===== src/rtl/uart_rx_ctrl.sv =====
// uart_rx_ctrl: oversampling UART receive sequencer driving an external SIPO shift register
module uart_rx_ctrl #(
  parameter int OS_RATE = 16
) (
  input  logic       clk,
  input  logic       arst_n,
  input  logic       sample_tick,
  input  logic       rx_in,
  input  logic       parity_en,
  input  logic       parity_odd,
  input  logic [7:0] sipo_data,
  output logic       shift_en,
  output logic       sipo_bit,
  output logic [7:0] rx_data,
  output logic       rx_valid,
  output logic       parity_err,
  output logic       frame_err,
  output logic       busy
);
  localparam int W = $clog2(OS_RATE);
  localparam logic [W-1:0] HALF_M1 = W'(OS_RATE / 2 - 1);
  localparam logic [W-1:0] FULL_M1 = W'(OS_RATE - 1);
  typedef enum logic [2:0] {IDLE, START, DATA, PARITY, STOP, WAIT_HIGH} state_t;
  state_t state, state_d;
  logic rx_m, rx_s;
  logic [W-1:0] os_cnt, os_d;
  logic [2:0] bit_cnt, bit_d;
  logic par_acc, par_d, pen, pen_d, podd, podd_d, perr, perr_d;
  logic shift_d, sbit_d, valid_d, perr_o_d, ferr_d;
  logic [7:0] data_d, rev;
  // the shifter places the first received bit in bit 7
  for (genvar i = 0; i < 8; i++) begin : g_rev
    assign rev[i] = sipo_data[7-i];
  end
  always_ff @(posedge clk or negedge arst_n) begin
    if (!arst_n) begin
      rx_m <= 1'b1;
      rx_s <= 1'b1;
      state <= IDLE;
      os_cnt <= '0;
      bit_cnt <= '0;
      par_acc <= 1'b0;
      pen <= 1'b0;
      podd <= 1'b0;
      perr <= 1'b0;
      shift_en <= 1'b0;
      sipo_bit <= 1'b0;
      rx_data <= '0;
      rx_valid <= 1'b0;
      parity_err <= 1'b0;
      frame_err <= 1'b0;
      busy <= 1'b0;
    end else begin
      rx_m <= rx_in;
      rx_s <= rx_m;
      state <= state_d;
      os_cnt <= os_d;
      bit_cnt <= bit_d;
      par_acc <= par_d;
      pen <= pen_d;
      podd <= podd_d;
      perr <= perr_d;
      shift_en <= shift_d;
      sipo_bit <= sbit_d;
      rx_data <= data_d;
      rx_valid <= valid_d;
      parity_err <= perr_o_d;
      frame_err <= ferr_d;
      busy <= state_d != IDLE;
    end
  end
  always_comb begin
    state_d = state;
    os_d = os_cnt;
    bit_d = bit_cnt;
    par_d = par_acc;
    pen_d = pen;
    podd_d = podd;
    perr_d = perr;
    shift_d = 1'b0;
    sbit_d = sipo_bit;
    data_d = rx_data;
    valid_d = 1'b0;
    perr_o_d = 1'b0;
    ferr_d = 1'b0;
    case (state)
      IDLE: if (sample_tick && !rx_s) begin
        state_d = START;
        os_d = '0;
      end
      START: if (sample_tick) begin
        os_d = os_cnt + 1'b1;
        if (os_cnt == HALF_M1) begin
          state_d = rx_s ? IDLE : DATA;
          os_d = '0;
          bit_d = '0;
          par_d = 1'b0;
          pen_d = rx_s ? pen : parity_en;
          podd_d = rx_s ? podd : parity_odd;
        end
      end
      DATA: if (sample_tick) begin
        os_d = os_cnt + 1'b1;
        if (os_cnt == FULL_M1) begin
          shift_d = 1'b1;
          sbit_d = rx_s;
          par_d = par_acc ^ rx_s;
          os_d = '0;
          bit_d = bit_cnt + 1'b1;
          state_d = bit_cnt != 3'd7 ? DATA : pen ? PARITY : STOP;
        end
      end
      PARITY: if (sample_tick) begin
        os_d = os_cnt + 1'b1;
        if (os_cnt == FULL_M1) begin
          perr_d = rx_s != (par_acc ^ podd);
          os_d = '0;
          state_d = STOP;
        end
      end
      STOP: if (sample_tick) begin
        os_d = os_cnt + 1'b1;
        if (os_cnt == FULL_M1) begin
          os_d = '0;
          data_d = rx_s ? rev : rx_data;
          valid_d = rx_s;
          perr_o_d = rx_s & pen & perr;
          ferr_d = !rx_s;
          state_d = rx_s ? IDLE : WAIT_HIGH;
        end
      end
      WAIT_HIGH: if (rx_s) state_d = IDLE;
      default: state_d = IDLE;
    endcase
  end
endmodule


===== config.mk =====
export PLATFORM = sky130hd
export DESIGN_NAME = uart_rx_ctrl
export DESIGN_NICKNAME = d
export VERILOG_FILES = /design/src/rtl/uart_rx_ctrl.sv
export SDC_FILE = /design/constraint.sdc
export NUM_CORES = 1
export LEC_CHECK = 0
export BUFFER_PORTS_ARGS = -buffer_cell sky130_fd_sc_hd__buf_2
export CAP_MARGIN = 20
export CORE_UTILIZATION = 35
export DETAILED_ROUTE_END_ITERATION = 10
export GPL_ROUTABILITY_DRIVEN = 0
export MAX_ROUTING_LAYER = met4
export PLACE_DENSITY_LB_ADDON = 0.1
export RECOVER_POWER = 100
export SETUP_SLACK_MARGIN = 0.15
export SYNTH_ARGS = -nofsm -noshare
export SYNTH_HDL_FRONTEND = slang
export SYNTH_SLANG_ARGS = --single-unit

===== constraint.sdc =====
create_clock -name clk -period 2.9 [get_ports clk]
set_clock_uncertainty 0.2 [all_clocks]
set_input_delay 0.29 -clock clk [delete_from_list [all_inputs] [get_ports clk]]
set_output_delay 0.29 -clock clk [all_outputs]
set_load 0.03 [all_outputs]

## Word level (Yosys, flattened, before mapping)

Cells that the tools add are included.
W data, S select, Z words.

| word-level totals | value |
|---|---|
| bits in registers | 30 |
| bits of input ports | 14 |
| output and inout port bits | 14 |
| word-level logic and storage cells | 94 |

| operators by class | value |
|---|---|
| add/sub/neg operators | 2 |
| equal/unequal tests | 15 |
| mux-type cells | 43 |
| bitwise operators | 5 |
| reduce and logical (&&, ||, !) cells | 13 |

Operator list:

| cell | count |
|---|---|
| $mux W3 | 17 |
| $mux W4 | 5 |
| $pmux W3 S6 | 1 |
| $mux W1 | 16 |
| $pmux W4 S3 | 1 |
| $reduce_and A4 Y1 | 3 |
| $ne A2 B2 Y1 const B | 5 |
| $eq A3 B2 Y1 const B | 2 |
| $eq A3 B3 Y1 const B | 2 |
| $pmux W3 S2 | 1 |
| $reduce_and A3 Y1 | 2 |
| $reduce_bool A3 Y1 | 2 |
| $reduce_and A5 Y1 | 1 |
| $add A4 B1 Y4 const B | 1 |
| $eq A4 B3 Y1 const B | 1 |
| $eq A4 B4 Y1 const B | 1 |
| $add A3 B1 Y3 const B | 1 |
| $eq A3 B1 Y1 const B | 1 |
| $logic_not A3 Y1 | 1 |
| $ne A3 B3 Y1 const B | 1 |
| $reduce_or A3 Y1 | 1 |
| $and A1 B1 Y1 | 2 |
| $mux W2 | 1 |
| $ne A2 B1 Y1 const B | 1 |
| 7 further kinds | 8 |

## Longest topological paths before layout

| depth | value |
|---|---|
| word-level depth | 6 |
| gate-level depth with buffers | 6 |
| mapped depth without buffers | 6 |

## Least setup slack after synthesis

OpenSTA, ideal clock, no wires.

| path | value |
|---|---|
| path type | register -> register |
| start | reg os_cnt[0] |
| end | reg pen |
| library setup time | 0.127 ns |
| arrival time | 1.370 ns |
| required time | 2.573 ns |
| path slack | 1.203 ns |
| cell stages (with the launch flop) | 6 |
| buffers on the path | 0 |
| clock period less this slack | 1.697 ns |
| cell sequence | dfrtp_1 -> ha_1 -> and3_1 -> and2_4 -> nand3_2 -> mux2_1 |

| between the ends | value |
|---|---|
| longest elaborated chain between the ends | 2 |

Ends and longest elaborated chain:

| what | line | source |
|---|---|---|
| from (decl) | 26 | `logic [W-1:0] os_cnt, os_d;` |
| from (signal assigned) | 57 | `os_cnt <= os_d;` |
| $eq A4 B3 Y1 | 93 | `if (os_cnt == HALF_M1) begin` |
| $reduce_and A4 Y1 (no line) | -- |  |
| to (signal assigned) | 60 | `pen <= pen_d;` |
| to (decl) | 28 | `logic par_acc, par_d, pen, pen_d, podd, podd_d, perr, perr_d;` |

No other way between the ends.
A chain may end at the register's enable or synchronous reset.

## Final worst setup path

| path | value |
|---|---|
| start | reg os_cnt[0] |
| end | reg par_acc |

| between the ends | value |
|---|---|
| longest elaborated chain between the ends | 3 |
| elaborated cells between the ends (all ways) | 5 |
| classes of those cells | eq/ne (4); reduce/logical (1) |

Ends and longest elaborated chain:

| what | line | source |
|---|---|---|
| $eq A4 B4 Y1 or $eq A4 B3 Y1 (tied branches) | 104, 93 |  |
| $ne A2 B2 Y1 (no line) | -- |  |
| $reduce_and A5 Y1 (no line) (*) | -- |  |
| to (signal assigned) | 59 | `par_acc <= par_d;` |
| to (decl) | 28 |  |

Every way passes the cells marked *; elsewhere a longest branch is shown, timed or not.

==> results.txt <==
clock transition time at the flip-flop clock pins of the worst setup and hold paths -> 0.06 ns
number of nets with antenna violations after detailed routing -> 0
growth of design area from synthesis to finish -> 12.7%
iteration count of the initial detailed-routing pass -> 4
Max FO, Critical Path -> 7
cell breakdown of the critical path -> ha_1 > nand4_1 > nor3_1 > a21oi_1 > mux2i_1
Arr. time, crit path -> 2.09 ns
first-pass GRT wire length -> 4710 µm
setup TNS -> 0 ns
cell accounting for the most synthesized area -> sky130_fd_sc_hd__dfrtp_1
Critical Path RT -> 2.90 ns
Syn. warnings -> 0
total number of placement rows -> 23
die width -> 66.7 µm
setup repair after global routing missed its margin -> no
PnR worst setup slack -> 0.814 ns
die height -> 66.7 µm
Area contributors post-synth -> sky130_fd_sc_hd__dfrtp_1 48%, sky130_fd_sc_hd__mux2_4 8.2%, sky130_fd_sc_hd__dfstp_2 3.6%, sky130_fd_sc_hd__ha_1 2.6%, sky130_fd_sc_hd__nand2_1 2.6%
total of max-cap violations -> 0
dominant synthesized flop cell -> sky130_fd_sc_hd__dfrtp_1
peak clock frequency supported by timing -> 479 MHz
total length of routed wires -> 2800 µm
total of cells resized after clock tree synthesis -> 0
post-placement setup slack -> 1.04 ns
number of hold-slack violations in the final timing report -> 0
GR Overflow Total -> 0
deepest clock path buffer count -> 2
most numerous cell types in the synthesized netlist -> 28 x sky130_fd_sc_hd__dfrtp_1, 10 x sky130_fd_sc_hd__nand2_1, 8 x sky130_fd_sc_hd__mux2_4
number of failing setup endpoints in the final timing report -> 0
Setup Buffers After CTS -> 0
worst max-slew margin expressed relative to the limit -> 53.3%
share of synthesized area occupied by flip-flops and latches -> 51.5%
net count of the finished layout -> 173
clock buffers created by TritonCTS -> 5
start-to-end type of the worst setup path -> reg -> reg
P per Cell Area -> 690 nW/µm²
P_leak -> 0.762 nW
Avg Inst Size Synth -> 11.8 µm²
area of the core region -> 4000 µm²
detailed-placement wirelength estimate -> 1980 µm
clk sinks -> 30
count of different cell masters after synthesis -> 45
share of post-route cells with drive strength above 1 -> 16.0%
number of DRC violations after detailed routing -> 0
Port-buffer cells -> 27
transition time of the tightest slew-check pin -> 0.695 ns
IO Count -> 28
Tightest Hold Check Type -> in -> reg
area of the mapped netlist -> 1460 µm²
overall die area -> 4440 µm²
routed length per instance -> 13.6 µm
Reg-to-Reg Start -> os_cnt[0]
result of the run -> completed
cell type of the slowest stage on the worst timing path -> sky130_fd_sc_hd__nor3_1
total of flip-flops plus latches after synthesis -> 30
maximum number of pins on one net before global-route repair -> 31
CTS tree -> built
CTS H-tree depth -> 2
aggregate global-route resource usage -> 15.0%
fraction of post-synthesis cell area in the top cell type by area -> 47.9%
number of antenna violations at the first check in global routing -> 0
part of the cycle the worst path needs -> 71.9%
Async SR Flop Fraction -> 100%
maximum VDD drop -> 0.000376 V
clock tree root buffer cell -> sky130_fd_sc_hd__clkbuf_8
Pins Over Slew Limit -> 0
number of global-route vias before repair -> 1000
total number of vias -> 1028
number of enable-type register cells in the synthesized netlist -> 0
Setup crit start kind -> flip-flop
drt initial violations -> 49
register-to-register path setup slack -> 0.81 ns
via density per instance -> 4.99
antenna cell count -> 0
starting utilization of the core area -> 36.6%
count of mapped cells out of synthesis -> 124
min cycle time layout -> 2.09 ns
cell with the most instances after synthesis -> sky130_fd_sc_hd__dfrtp_1
startpoint of the lowest-slack hold path -> sipo_data[6]
Worst setup startpoint -> os_cnt[0]
filler instances -> 415
slowest stage delay, CP -> 0.64 ns
Worst-Skew Late Latency -> 0.28 ns
post-synthesis net count -> 141
Worst Setup End Kind -> flip-flop
[final timing paths]
check	to	cells past startpoint
max	par_acc	5
min	rx_data[1]	2
max reg2reg	par_acc	5
min reg2reg	rx_s	0
max in group asynchronous	bit_cnt[2]	2
min in group asynchronous	rx_data[5]	2
[registers in the layout, indices dropped and copies added (netlist names)]
register / cells
rx_s: 1
rx_valid: 1
pen: 1
par_acc: 1
state: 3
frame_err: 1
rx_data: 8
podd: 1
parity_err: 1
busy: 1
sipo_bit: 1
shift_en: 1
bit_cnt: 3
os_cnt: 4
perr: 1
rx_m: 1
[where the power goes]
group,internal [mW],leakage [nW],total [mW],switching [mW]
logic,0.122,0.334,0.263,0.141
registers,0.489,0.385,0.569,0.0806
clock network,0.160,0.0438,0.306,0.146
[cell type report]
| type | count | area (µm²) | share of cell area, % |
|---|---|---|---|
| Inverter | 6 | 22.5 | 1.36 |
| Clock inverter | 2 | 10.0 | 0.607 |
| Clock buffer | 5 | 68.8 | 4.17 |
| Sequential cell | 30 | 753 | 45.6 |
| Timing Repair Buffer | 29 | 138 | 8.34 |
| Tap cell | 50 | 62.6 | 3.79 |
| Multi-Input combinational cell | 84 | 596 | 36.1 |
[per-layer routing]
layer	track usage, %	up-vias	share of wire [%]
li1	-	509	-
met1	18.0	485	48
met2	23.5	30	45
met3	4.11	4	5.4
met4	6.65	0	1.3
met5	-	-	0
[stage by stage]
stage	std cells	cell area, µm²	hold slack (ns)	utilization [%]	power (mW)
floorplan	124	1460	-0.206	-	0.779
finish	206	1650	0.0188	41.3	1.14
global route	206	1650	0.0162	41.3	1.22
CTS	206	1740	0.0167	43.5	1.17
global placement	197	1640	0.146	41.0	0.841
detailed placement	197	1640	0.148	41.0	0.857
[critical path: cells and delay by family (launching register included)]
family | cells | cell delay (ns)
DFF | 1 | 0.39
adders and majority gates | 1 | 0.24
muxes | 1 | 0.15
AOI/OAI and AO/OA | 1 | 0.17
and+or+nand+nor | 2 | 0.86
[placed cells by master (no fill, tap or decap), types with 4 or more instances in the layout]
master,count
sky130_fd_sc_hd__clkbuf_1,14
sky130_fd_sc_hd__o21ai_0,5
sky130_fd_sc_hd__clkbuf_8,5
sky130_fd_sc_hd__nor2_1,4
sky130_fd_sc_hd__mux2_1,11
sky130_fd_sc_hd__inv_1,5
sky130_fd_sc_hd__nand2_1,10
sky130_fd_sc_hd__dfrtp_1,28
sky130_fd_sc_hd__nand3_1,4
sky130_fd_sc_hd__a21oi_1,6
sky130_fd_sc_hd__buf_2,13
[kinds of logic after synthesis]
group	count (synthesis)	share of synthesized area, %
flops	30	51.5
buf+inv	10	2.91
fa+ha+maj	3	2.56
xor+xnor	3	1.80
mux	13	12.0
simple gates	38	17.3
compound gates	27	12.1
[timing repair]
item / in CTS / in global routing
endpoints found under the hold margin: 29 / 0
hold buffers: 2 / 0
endpoints found under the setup margin: 0 / 0
Note: power is estimated with default switching activity, not from simulation.
